==> src/rtl/l2_port_arbiter_if.sv <==
// Signal bundle between the L1 requesters (D-cache, I-cache, prefetcher),
// the L2 port arbiter and the single 256-bit L2 port.
interface l2_port_arbiter_if;
    logic         data_mem_read;
    logic         data_mem_write;
    logic [31:0]  data_mem_addr;
    logic [255:0] data_mem_wdata;
    logic [255:0] data_mem_rdata;
    logic         data_mem_resp;

    logic         inst_mem_read;
    logic [31:0]  inst_mem_addr;
    logic [255:0] inst_mem_rdata;
    logic         inst_mem_resp;

    logic         pf_read;
    logic [31:0]  pf_addr;
    logic [255:0] pf_rdata;
    logic         pf_resp;

    logic         mem_read;
    logic         mem_write;
    logic [31:0]  mem_address;
    logic [255:0] mem_wdata;
    logic [255:0] mem_rdata;
    logic         mem_resp;

    logic         in_data_state;
    logic         in_instr_state;
    logic [31:0]  data_wait_cycles;
    logic [31:0]  inst_wait_cycles;

    // Requester / L2 side of the bundle
    modport master (
        output data_mem_read, data_mem_write, data_mem_addr, data_mem_wdata,
               inst_mem_read, inst_mem_addr, pf_read, pf_addr,
               mem_rdata, mem_resp,
        input  data_mem_rdata, data_mem_resp, inst_mem_rdata, inst_mem_resp,
               pf_rdata, pf_resp, mem_read, mem_write, mem_address, mem_wdata,
               in_data_state, in_instr_state, data_wait_cycles, inst_wait_cycles
    );

    // Arbiter side of the bundle
    modport slave (
        input  data_mem_read, data_mem_write, data_mem_addr, data_mem_wdata,
               inst_mem_read, inst_mem_addr, pf_read, pf_addr,
               mem_rdata, mem_resp,
        output data_mem_rdata, data_mem_resp, inst_mem_rdata, inst_mem_resp,
               pf_rdata, pf_resp, mem_read, mem_write, mem_address, mem_wdata,
               in_data_state, in_instr_state, data_wait_cycles, inst_wait_cycles
    );
endinterface

==> src/rtl/l2_port_arbiter.sv <==
// Shares the L2 port between D-cache, I-cache and prefetcher: fixed priority
// D > I > P with an aging override for I, plus busy flags and wait counters.
module l2_port_arbiter #(
    parameter int unsigned STARVE_LIMIT = 4
) (
    input  logic             clk,
    input  logic             rst,
    l2_port_arbiter_if.slave bus
);
    localparam logic [2:0] ST_IDLE    = 3'd0;
    localparam logic [2:0] ST_SERVE_D = 3'd1;
    localparam logic [2:0] ST_SERVE_I = 3'd2;
    localparam logic [2:0] ST_SERVE_P = 3'd3;
    localparam logic [2:0] ST_DONE    = 3'd4;

    localparam logic [3:0] LIMIT = 4'(STARVE_LIMIT);

    logic [2:0]   state_reg;
    logic [2:0]   state_next;
    logic [31:0]  req_addr_reg;
    logic [255:0] req_wdata_reg;
    logic         req_write_reg;
    logic [3:0]   starve_cnt_reg;
    logic [31:0]  data_wait_cycles_reg;
    logic [31:0]  inst_wait_cycles_reg;

    logic         data_req;
    logic         inst_req;
    logic         pf_req;
    logic         serving;
    logic [2:0]   serve_vec;
    logic [2:0]   resp_vec;
    logic [255:0] rdata_vec [3];

    assign data_req = bus.data_mem_read | bus.data_mem_write;
    assign inst_req = bus.inst_mem_read;
    assign pf_req   = bus.pf_read;

    always_comb begin
        state_next = state_reg;
        case (state_reg)
            ST_IDLE: begin
                // Aging override first, then plain fixed priority
                if (inst_req && starve_cnt_reg == LIMIT) begin
                    state_next = ST_SERVE_I;
                end else if (data_req) begin
                    state_next = ST_SERVE_D;
                end else if (inst_req) begin
                    state_next = ST_SERVE_I;
                end else if (pf_req) begin
                    state_next = ST_SERVE_P;
                end
            end
            ST_SERVE_D, ST_SERVE_I, ST_SERVE_P: begin
                if (bus.mem_resp) begin
                    state_next = ST_DONE;
                end
            end
            default: state_next = ST_IDLE;
        endcase
    end

    always_ff @(posedge clk) begin
        if (rst) begin
            state_reg      <= ST_IDLE;
            req_addr_reg   <= '0;
            req_wdata_reg  <= '0;
            req_write_reg  <= 1'b0;
            starve_cnt_reg <= '0;
        end else begin
            state_reg <= state_next;
            if (state_reg == ST_IDLE) begin
                case (state_next)
                    ST_SERVE_D: begin
                        req_addr_reg  <= bus.data_mem_addr;
                        req_wdata_reg <= bus.data_mem_wdata;
                        req_write_reg <= bus.data_mem_write;
                    end
                    ST_SERVE_I: begin
                        req_addr_reg  <= bus.inst_mem_addr;
                        req_wdata_reg <= '0;
                        req_write_reg <= 1'b0;
                    end
                    ST_SERVE_P: begin
                        req_addr_reg  <= bus.pf_addr;
                        req_wdata_reg <= '0;
                        req_write_reg <= 1'b0;
                    end
                    default: begin
                    end
                endcase
                // Count D grants that overtake a waiting I request
                if (!inst_req || state_next == ST_SERVE_I) begin
                    starve_cnt_reg <= '0;
                end else if (state_next == ST_SERVE_D && starve_cnt_reg != LIMIT) begin
                    starve_cnt_reg <= starve_cnt_reg + 4'd1;
                end
            end
        end
    end

    assign serve_vec = {state_reg == ST_SERVE_P, state_reg == ST_SERVE_I, state_reg == ST_SERVE_D};
    assign serving   = |serve_vec;

    assign bus.mem_read    = serving & ~req_write_reg;
    assign bus.mem_write   = serving & req_write_reg;
    assign bus.mem_address = serving ? req_addr_reg : '0;
    assign bus.mem_wdata   = serving ? req_wdata_reg : '0;

    // Port order in the vectors: 0 = D, 1 = I, 2 = P
    for (genvar gi = 0; gi < 3; gi++) begin : g_port
        assign resp_vec[gi]  = serve_vec[gi] & bus.mem_resp;
        assign rdata_vec[gi] = resp_vec[gi] ? bus.mem_rdata : '0;
    end

    assign bus.data_mem_resp  = resp_vec[0];
    assign bus.inst_mem_resp  = resp_vec[1];
    assign bus.pf_resp        = resp_vec[2];
    assign bus.data_mem_rdata = rdata_vec[0];
    assign bus.inst_mem_rdata = rdata_vec[1];
    assign bus.pf_rdata       = rdata_vec[2];

    assign bus.in_data_state  = serve_vec[0];
    assign bus.in_instr_state = serve_vec[1];

    always_ff @(posedge clk) begin
        if (rst) begin
            data_wait_cycles_reg <= '0;
            inst_wait_cycles_reg <= '0;
        end else begin
            if (data_req && !resp_vec[0] && data_wait_cycles_reg != '1) begin
                data_wait_cycles_reg <= data_wait_cycles_reg + 32'd1;
            end
            if (inst_req && !resp_vec[1] && inst_wait_cycles_reg != '1) begin
                inst_wait_cycles_reg <= inst_wait_cycles_reg + 32'd1;
            end
        end
    end

    assign bus.data_wait_cycles = data_wait_cycles_reg;
    assign bus.inst_wait_cycles = inst_wait_cycles_reg;
endmodule

==> src/flat_wrapper.sv <==
// flat-port wrapper written by rule: the top's interface ports become plain ports
module l2_port_arbiter_flat 
#(
    parameter int unsigned STARVE_LIMIT = 4
)
  (clk, rst, bus_data_mem_read, bus_data_mem_write, bus_data_mem_addr, bus_data_mem_wdata, bus_inst_mem_read, bus_inst_mem_addr, bus_pf_read, bus_pf_addr, bus_mem_rdata, bus_mem_resp, bus_data_mem_rdata, bus_data_mem_resp, bus_inst_mem_rdata, bus_inst_mem_resp, bus_pf_rdata, bus_pf_resp, bus_mem_read, bus_mem_write, bus_mem_address, bus_mem_wdata, bus_in_data_state, bus_in_instr_state, bus_data_wait_cycles, bus_inst_wait_cycles);
  l2_port_arbiter_if bus_i ();
  input  logic clk;
  input  logic rst;
  input wire logic [$bits(bus_i.data_mem_read)-1:0] bus_data_mem_read;
  input wire logic [$bits(bus_i.data_mem_write)-1:0] bus_data_mem_write;
  input wire logic [$bits(bus_i.data_mem_addr)-1:0] bus_data_mem_addr;
  input wire logic [$bits(bus_i.data_mem_wdata)-1:0] bus_data_mem_wdata;
  input wire logic [$bits(bus_i.inst_mem_read)-1:0] bus_inst_mem_read;
  input wire logic [$bits(bus_i.inst_mem_addr)-1:0] bus_inst_mem_addr;
  input wire logic [$bits(bus_i.pf_read)-1:0] bus_pf_read;
  input wire logic [$bits(bus_i.pf_addr)-1:0] bus_pf_addr;
  input wire logic [$bits(bus_i.mem_rdata)-1:0] bus_mem_rdata;
  input wire logic [$bits(bus_i.mem_resp)-1:0] bus_mem_resp;
  output wire logic [$bits(bus_i.data_mem_rdata)-1:0] bus_data_mem_rdata;
  output wire logic [$bits(bus_i.data_mem_resp)-1:0] bus_data_mem_resp;
  output wire logic [$bits(bus_i.inst_mem_rdata)-1:0] bus_inst_mem_rdata;
  output wire logic [$bits(bus_i.inst_mem_resp)-1:0] bus_inst_mem_resp;
  output wire logic [$bits(bus_i.pf_rdata)-1:0] bus_pf_rdata;
  output wire logic [$bits(bus_i.pf_resp)-1:0] bus_pf_resp;
  output wire logic [$bits(bus_i.mem_read)-1:0] bus_mem_read;
  output wire logic [$bits(bus_i.mem_write)-1:0] bus_mem_write;
  output wire logic [$bits(bus_i.mem_address)-1:0] bus_mem_address;
  output wire logic [$bits(bus_i.mem_wdata)-1:0] bus_mem_wdata;
  output wire logic [$bits(bus_i.in_data_state)-1:0] bus_in_data_state;
  output wire logic [$bits(bus_i.in_instr_state)-1:0] bus_in_instr_state;
  output wire logic [$bits(bus_i.data_wait_cycles)-1:0] bus_data_wait_cycles;
  output wire logic [$bits(bus_i.inst_wait_cycles)-1:0] bus_inst_wait_cycles;
  assign bus_i.data_mem_read = bus_data_mem_read;
  assign bus_i.data_mem_write = bus_data_mem_write;
  assign bus_i.data_mem_addr = bus_data_mem_addr;
  assign bus_i.data_mem_wdata = bus_data_mem_wdata;
  assign bus_i.inst_mem_read = bus_inst_mem_read;
  assign bus_i.inst_mem_addr = bus_inst_mem_addr;
  assign bus_i.pf_read = bus_pf_read;
  assign bus_i.pf_addr = bus_pf_addr;
  assign bus_i.mem_rdata = bus_mem_rdata;
  assign bus_i.mem_resp = bus_mem_resp;
  assign bus_data_mem_rdata = bus_i.data_mem_rdata;
  assign bus_data_mem_resp = bus_i.data_mem_resp;
  assign bus_inst_mem_rdata = bus_i.inst_mem_rdata;
  assign bus_inst_mem_resp = bus_i.inst_mem_resp;
  assign bus_pf_rdata = bus_i.pf_rdata;
  assign bus_pf_resp = bus_i.pf_resp;
  assign bus_mem_read = bus_i.mem_read;
  assign bus_mem_write = bus_i.mem_write;
  assign bus_mem_address = bus_i.mem_address;
  assign bus_mem_wdata = bus_i.mem_wdata;
  assign bus_in_data_state = bus_i.in_data_state;
  assign bus_in_instr_state = bus_i.in_instr_state;
  assign bus_data_wait_cycles = bus_i.data_wait_cycles;
  assign bus_inst_wait_cycles = bus_i.inst_wait_cycles;
  l2_port_arbiter #(.STARVE_LIMIT(STARVE_LIMIT)) u_core (.clk(clk), .rst(rst), .bus(bus_i));
endmodule
==> config.mk <==
export PLATFORM = sky130hd
export DESIGN_NAME = l2_port_arbiter_flat
export DESIGN_NICKNAME = d
export VERILOG_FILES = /design/src/rtl/l2_port_arbiter_if.sv /design/src/rtl/l2_port_arbiter.sv /design/src/flat_wrapper.sv
export SDC_FILE = /design/constraint.sdc
export NUM_CORES = 1
export LEC_CHECK = 0
export CAP_MARGIN = 25
export CORE_AREA = 2 2 679 681
export CTS_BUF_LIST = sky130_fd_sc_hd__clkbuf_16
export DETAILED_ROUTE_END_ITERATION = 6
export DIE_AREA = 0 0 681 683
export MAX_ROUTING_LAYER = met4
export PLACE_DENSITY_LB_ADDON = 0.1
export SLEW_MARGIN = 0
export SYNTH_ARGS = -nofsm -noshare
export SYNTH_HDL_FRONTEND = slang
export SYNTH_SLANG_ARGS = --single-unit
==> constraint.sdc <==
create_clock -name clk -period 3.81 [get_ports clk]
set_clock_uncertainty 0.1 [all_clocks]
set_input_delay 0.762 -clock clk [delete_from_list [all_inputs] [get_ports clk]]
set_output_delay 0.762 -clock clk [all_outputs]
set_load 0.005 [all_outputs]
==> results.md, run 1 <==
- Clock sink count: 360
- Initial antenna violation count: 104
- Worst EP required: 2.95 ns
- Min Tclk post-route: 3.71 ns
- Primary FF master, synth: dfxtp_1
- Relative slew slack: 37.9%
- Post-synthesis sequential area ratio: 35.1%
- Synth Warn #: 0
- Filler cells: 52700
- Mapped Nets: 3255
- FMAX: 269 MHz
- Die height: 683 µm
- Mapped Area: 20500 µm²
- 1st-iter DRT viols: 1187
- Synthesized flop and latch total: 360
- Hold Vio Cnt, Final: 0
- Vias per cell: 2.54
- GR met1 Demand/Resource: 11.7%
- Final setup viols: 0
- CP Class: primary input to output pin
- GRT Max-Usage Layer: met2
- Die area: 465000 µm²
- Routed via count: 27400
- CTS tree: yes
- Layout cells sized above 1: 13.2%
- Die W: 681 µm
- Largest net degree at the start of global routing: 116
- Area Growth Syn to Fin: 154%
- Tot GR Track Use: 12.8%
- Max-Cap Viols: 0
- Routing usage on met2: 25.7%
- Max reg flops: 256
- HPWL Detailed: 264 mm
- Cell area power density: 271 nW/µm²
- Global-route wire length before repair: 367 mm
- Core footprint: 458000 µm²
- Syn Area/Cell: 7.79 µm²
- WHS: 0.324 ns
- Max VDD drop: 371 µV
- Worst-Skew Late Latency: 0.70 ns
- Startpoint types: primary input
- Leakage: 19.4 nW
- Post-layout util: 11.4%
- Async SR Flop Fraction: 0%
- Max Transition Viols Final: 0
- Final Wtd Congestion: 0.876
- Total gr overflow: 0
- Number of synthesized flops with an enable pin: 0
- CTS clk-pin slew, worst paths: 0.06 ns
- Floorplan row count: 249
- Worst Tran Pin Value: 0.929 ns
- Final WL: 306 mm
- WP data arrival: 2.85 ns
- Synth cell types: 46
- Multi-input logic area: 12500 µm²
- Fin crit share: 97.5%
- Global routing usage on met3: 3.21%
- Starting Density: 4.48%
- Htree depth: 2
- Final nets: 5145
- Max Fanout on Critical Path: 9
- Remaining DRCs: 0
- CTS buffer count: 57
- Clk Tree Root Cell: clkbuf_16
- Final setup TNS: 0 ns
- Max Root-Sink Buffers: 3
- I/O pins: 1742
- Worst min path class: primary input to flip-flop
- Setup crit end kind: output pin
- Routed Antenna Nets: 0
- RSZ-0062 raised after global routing: yes
- FF+latch area: 7210 µm²
- Number of global-route vias before repair: 27600
- Pre-antenna DRT Iters: 5
- Run status: finished, final reports clean
- Routed WL per cell: 28.4 µm
- I/O Buffers: 1741
- Synth Instances: 2636
synthesized netlist by cell type (all sizes together), types with 2 or more instances:
master	number	share of area, %
nor3	8	0.22
a22oi	290	11
and2	1060	32
a211oi	5	0.18
buf	31	0.76
mux2i	33	1.6
nor2	301	5.5
nor3b	3	0.11
nor4	8	0.24
nand3	23	0.56
a21oi	49	1.2
clkbuf	208	3.8
or2	5	0.15
xnor2	6	0.26
o211ai	2	0.073
nand2b	2	0.061
mux2	9	0.49
nand2	25	0.46
inv	13	0.24
or3	35	1.1
a21o	2	0.073
o31ai	16	0.58
dfxtp	360	35
nor2b	9	0.27
nand4	22	0.70
o21ai	64	1.6
or4	19	0.71
and4	3	0.13
nand3b	5	0.18
ha	4	0.24
and3	5	0.15
placed cells by master (no fill, tap or decap), types with 33 or more instances in the layout:
cell             count
clkdlybuf4s50_1   1319
and2_1            1051
dfxtp_1            357
nor2_1             297
a22oi_1            290
buf_12             236
dlygate4sd2_1      231
buf_4              211
diode_2             64
o21ai_0             64
clkbuf_16           58
a21oi_1             48
or3_1               35
mux2i_1             33
metrics by stage:
stage / instance area (µm²) / setup WS [ns] / cells / total power, W
finish: 52100 / 0.0969 / 10800 / 0.0141
global route: 52100 / -0.00185 / 10800 / 0.0150
CTS: 51900 / -0.0736 / 10700 / 0.0148
detailed placement: 49600 / -0.424 / 10600 / 0.00915
global placement: 49400 / -0.451 / 10600 / 0.00917
floorplan: 20500 / 1.04 / 2636 / 0.00573
layer usage:
metal  vias up  wire (µm)
li1      12700          -
met1     13300     101000
met2      1171     176000
met3       235      18500
met4         0      10700
met5         -          0
cells by family (layout without fill, tap and decap cells):
logic type	Yosys count	after routing	share of synthesized area, %
compound gates	434	434	14.5
buf+inv	252	2178	4.79
simple gates	1537	1537	43.0
fa+ha+maj	4	4	0.244
other cells	0	64	0
xor+xnor	7	7	0.298
flops	360	360	35.1
mux	42	42	2.10
worst max-delay path, stage by stage:
cell and delay [ns]:
dlygate4sd2_1 0.37, nand2_1 0.17, nor2_4 0.15, buf_12 0.13, buf_16 0.17, buf_12 0.15
and2_1 0.33, clkdlybuf4s50_1 0.58
final cells by class:
cell class	instances	share of cell area [%]
Antenna cell	64	0.307
Clock buffer	58	2.78
Clock inverter	37	0.456
Inverter	13	0.144
Multi-Input combinational cell	2024	23.9
Sequential cell	360	13.8
Tap cell	6149	14.8
Timing Repair Buffer	2069	43.8
Timing Repair inverter	1	0.0312
where the power goes:
| part | leakage (nW) | internal (W) | total, W | switching (W) |
|---|---|---|---|---|
| Combinational | 15.5 | 0.00221 | 0.00472 | 0.00251 |
| Sequential | 2.95 | 0.00410 | 0.00429 | 0.000188 |
| Clock | 0.888 | 0.00284 | 0.00512 | 0.00228 |
| Total | 19.4 | 0.00915 | 0.0141 | 0.00498 |
final timing paths:
path	cells past startpoint	to	slack, ns	startpoint
max reg2reg	11	u_core.bus.data_wait_cycles[22]	0.54	u_core.state_reg[0]
min reg2reg	2	u_core.req_addr_reg[26]	0.38	u_core.req_addr_reg[26]
max	8	bus_pf_rdata[158]	0.1	bus_mem_resp
min	2	u_core.bus.inst_wait_cycles[22]	0.32	rst
timing repair:
action | 4_1_cts | 5_1_grt
pin swaps | 4 | 1
hold buffers | 0 | 0
setup buffers | 21 | 3
endpoints found under the hold margin | 0 | 0
cloned | 15 | 0
gates resized for setup | 303 | 34
setup endpoints to repair | 659 | 54
(Power assumes the default switching activity.)
==> run 2, diff against run 1 <==
--- a/config.mk
+++ b/config.mk
@@ -5,11 +5,12 @@
 export SDC_FILE = /design/constraint.sdc
 export NUM_CORES = 1
 export LEC_CHECK = 0
+export ABC_AREA = 1
 export CAP_MARGIN = 25
-export CORE_AREA = 2 2 679 681
+export CORE_AREA = 2 2 685 687
 export CTS_BUF_LIST = sky130_fd_sc_hd__clkbuf_16
 export DETAILED_ROUTE_END_ITERATION = 6
-export DIE_AREA = 0 0 681 683
+export DIE_AREA = 0 0 687 689
 export MAX_ROUTING_LAYER = met4
 export PLACE_DENSITY_LB_ADDON = 0.1
 export SLEW_MARGIN = 0
==> results.md, run 2 <==
- Primary FF master, synth: dfxtp_1
- Synthesized flop and latch total: 360 (unchanged)
- Synth top cells by count: nor2_1, inv_1, nand2_1
- Cell with the most instances after synthesis: nor2_1
- RSZ-0062 raised after global routing: yes
- Setup crit end kind: output pin
- Htree depth: 2 (unchanged)
- Relative slew slack: 28.4% (-9.5 points)
- Remaining DRCs: 0 (unchanged)
- Yosys top cell by area: nor2_1
- Syn Area/Cell: 5.33 µm² (-32%)
- Synth cell types: 32 (-30%)
- Worst min path class: flip-flop to flip-flop
- WP data arrival: 2.85 ns (about the same)
- Core footprint: 466000 µm² (+1.7%)
- Post-layout util: 12.0% (+0.60 points)
- Number of synthesized flops with an enable pin: 0 (unchanged)
- Pre-antenna DRT Iters: 5 (unchanged)
- HPWL Detailed: 316 mm (+20%)
- Cell area power density: 347 nW/µm² (+28%)
- Leading post-synthesis cells by cell area: nor2_1, dfxtp_1, inv_1, nand2_1, o21ai_0
- Total gr overflow: 0 (unchanged)
- Max Root-Sink Buffers: 3 (unchanged)
- WL met2: 214 mm (+21%)
- Die area: 473000 µm² (+1.8%)
- Synth Warn #: 0 (unchanged)
- Worst Tran Pin Value: 1.07 ns (+0.144 ns)
- Worst hold path depth: 2 (unchanged)
- Max-Cap Viols: 0 (unchanged)
- Worst EP required: 2.95 ns (about the same)
- Tot GR Track Use: 15.0% (+2.1 points)
- Post-synthesis sequential area ratio: 30.6% (-4.4 points)
- CTS tree: yes
- Final nets: 6885 (+34%)
- I/O pins: 1742 (unchanged)
- Largest net degree at the start of global routing: 73 (-37%)
- Mapped Area: 23500 µm² (+14%)
- Max VDD drop: 368 µV (-0.72%)
- Leakage: 22.5 nW (+16%)
- FMAX: 270 MHz (+0.11%)
- Floorplan row count: 251 (+0.80%)
- Commonest non-fill, non-tap cells in the layout: nor2_1, clkdlybuf4s50_1, inv_1, nand2_1, dfxtp_1
- Die W: 687 µm (+0.88%)
- Area Growth Syn to Fin: 137%
- Filler cells: 54400 (+3.2%)
- Final WL: 360 mm (+18%)
- Routed WL per cell: 28.7 µm (+1.1%)
- Most common cell after layout, fill and taps aside: nor2_1
- CP max stage cell: clkdlybuf4s15_1
- Max Transition Viols Final: 0 (unchanged)
- Vias per cell: 2.78 (+9.2%)
- Die height: 689 µm (+0.88%)
- Post-Route M1 WL: 107 mm (+6.9%)
- Hold Vio Cnt, Final: 0 (unchanged)
- Worst-Skew Late Latency: 0.72 ns (+0.02 ns)
- Routed Antenna Nets: 0 (unchanged)
- Synth top area share: 32.1% (-3.0 points)
- Startpoint types: primary input
- Fin crit share: 97.4% (-0.10 points)
- Initial antenna violation count: 135 (+30%)
- Min Tclk post-route: 3.71 ns (-0.00394 ns)
- Clk Tree Root Cell: clkbuf_16
- I/O Buffers: 1741 (unchanged)
- Routed via count: 34900 (+27%)
- Reg-to-reg endpoint: u_core.req_wdata_reg[91]
- Mapped Nets: 5030 (+55%)
- Met3 wire length: 24.0 mm (+30%)
- Layout cells sized above 1: 12.0% (-1.2 points)
- Hold Startpoint: u_core.req_wdata_reg[184]
- Reg2reg start: u_core.state_reg[1]
- Max Fanout on Critical Path: 21 (+12)
- Number of global-route vias before repair: 36300 (+31%)
- Placed instance count: 12400 (+17%)
- Worst R2R Setup Slack: 1.05 ns (+0.51 ns)
- Final setup viols: 0 (unchanged)
- Reg2Reg Depth: 12 (+1)
- Starting Density: 5.05% (+0.56 points)
- Final Wtd Congestion: 0.870 (-0.69%)
- Critical path origin: bus_mem_resp
- CTS clk-pin slew, worst paths: 0.06 ns (about the same)
- Run status: finished, final reports clean
- Top Metal Used: met4
- Async SR Flop Fraction: 0% (unchanged)
- Worst path cell trace: clkdlybuf4s15_1 > inv_1 > nor3_2 > buf_4 > inv_12 > buf_12 > clkbuf_16 > nor2_1 > buf_4 > buf_12
- Non-filler cells, final: 12600 (+17%)
- Global-route wire length before repair: 438 mm (+20%)
- Max reg flops: 256 (unchanged)
- Worst path max stage delay: 0.36 ns (-0.22 ns)
- Synth Instances: 4411 (+67%)
- CP Class: primary input to output pin
- 1st-iter DRT viols: 1900 (+60%)
- Capture point of the worst path: bus_pf_rdata[189]
- CTS buffer count: 56 (-1.8%)
- Clock sink count: 360 (unchanged)
run 2: cells by family after synthesis:
| group | share of synthesized area (%) |
|---|---|
| buffers and inverters | 18.7 |
| AO/OA/AOI/OAI | 7.13 |
| AND/OR/NAND/NOR | 41.8 |
| adder cells (fa/ha/maj) | 0.213 |
| flip-flops | 30.6 |
| XOR/XNOR | 1.53 |
run 2: area by class of cell:
| cell class | instances | area [µm²] | area share [%] |
|---|---|---|---|
| Multi-Input combinational cell | 2923 | 12000 | 21.5 |
| Timing Repair Buffer | 2071 | 23700 | 42.4 |
| Tap cell | 6198 | 7750 | 13.9 |
| Clock inverter | 47 | 362 | 0.648 |
| Antenna cell | 54 | 135 | 0.242 |
| Inverter | 854 | 3240 | 5.81 |
| Clock buffer | 57 | 1430 | 2.56 |
| Sequential cell | 360 | 7220 | 12.9 |
run 2: critical path, delay by kind of cell:
kind,cells,cell delay (ns)
buffers and inverters,8,1.54
and+or+nand+nor,2,0.43
run 2: worst min path at each step:
stage,endpoint
floorplan,u_core.req_wdata_reg[0]
global placement,u_core.req_wdata_reg[35]
detailed placement,u_core.req_wdata_reg[139]
CTS,u_core.req_wdata_reg[184]
global route,u_core.req_wdata_reg[184]
finish,u_core.req_wdata_reg[184]
run 2: timing repair:
| action | in CTS | in global routing |
|---|---|---|
| gates resized for setup | 27 | 5 |
| hold buffers | 0 | 0 |
| setup endpoints to repair | 804 | 11 |
| pin swaps | 3 | 0 |
| gates cloned | 5 | 1 |
| buffers inserted | 9 | 0 |
run 2: power by group:
part | total (W) | internal (W) | leakage, nW | switching (W)
Clock | 0.00544 | 0.00304 | 0.903 | 0.00240
Combinational | 0.00890 | 0.00362 | 18.6 | 0.00528
Sequential | 0.00505 | 0.00463 | 2.97 | 0.000415
Total | 0.0194 | 0.0113 | 22.5 | 0.00810
run 2: per-layer routing:
| layer | up-vias | track usage [%] |
|---|---|---|
| met5 | - | - |
| met4 | 0 | 5.02 |
| li1 | 16500 | - |
| met3 | 343 | 4.05 |
| met1 | 16700 | 12.3 |
| met2 | 1327 | 31.2 |
run 2: stage by stage:
stage / setup slack [ns] / total power (W) / setup TNS [ns] / instance area (µm²) / hold slack, ns
global placement: -0.531 / 0.0144 / -93.18 / 53200 / 0.365
CTS: 0.00308 / 0.0203 / 0 / 55600 / 0.386
finish: 0.101 / 0.0194 / 0 / 55800 / 0.378
floorplan: 1.25 / 0.00847 / 0 / 23500 / 0.355
detailed placement: -0.443 / 0.0144 / -53.16 / 53600 / 0.371
global route: -0.0123 / 0.0209 / -0.0277 / 55800 / 0.400
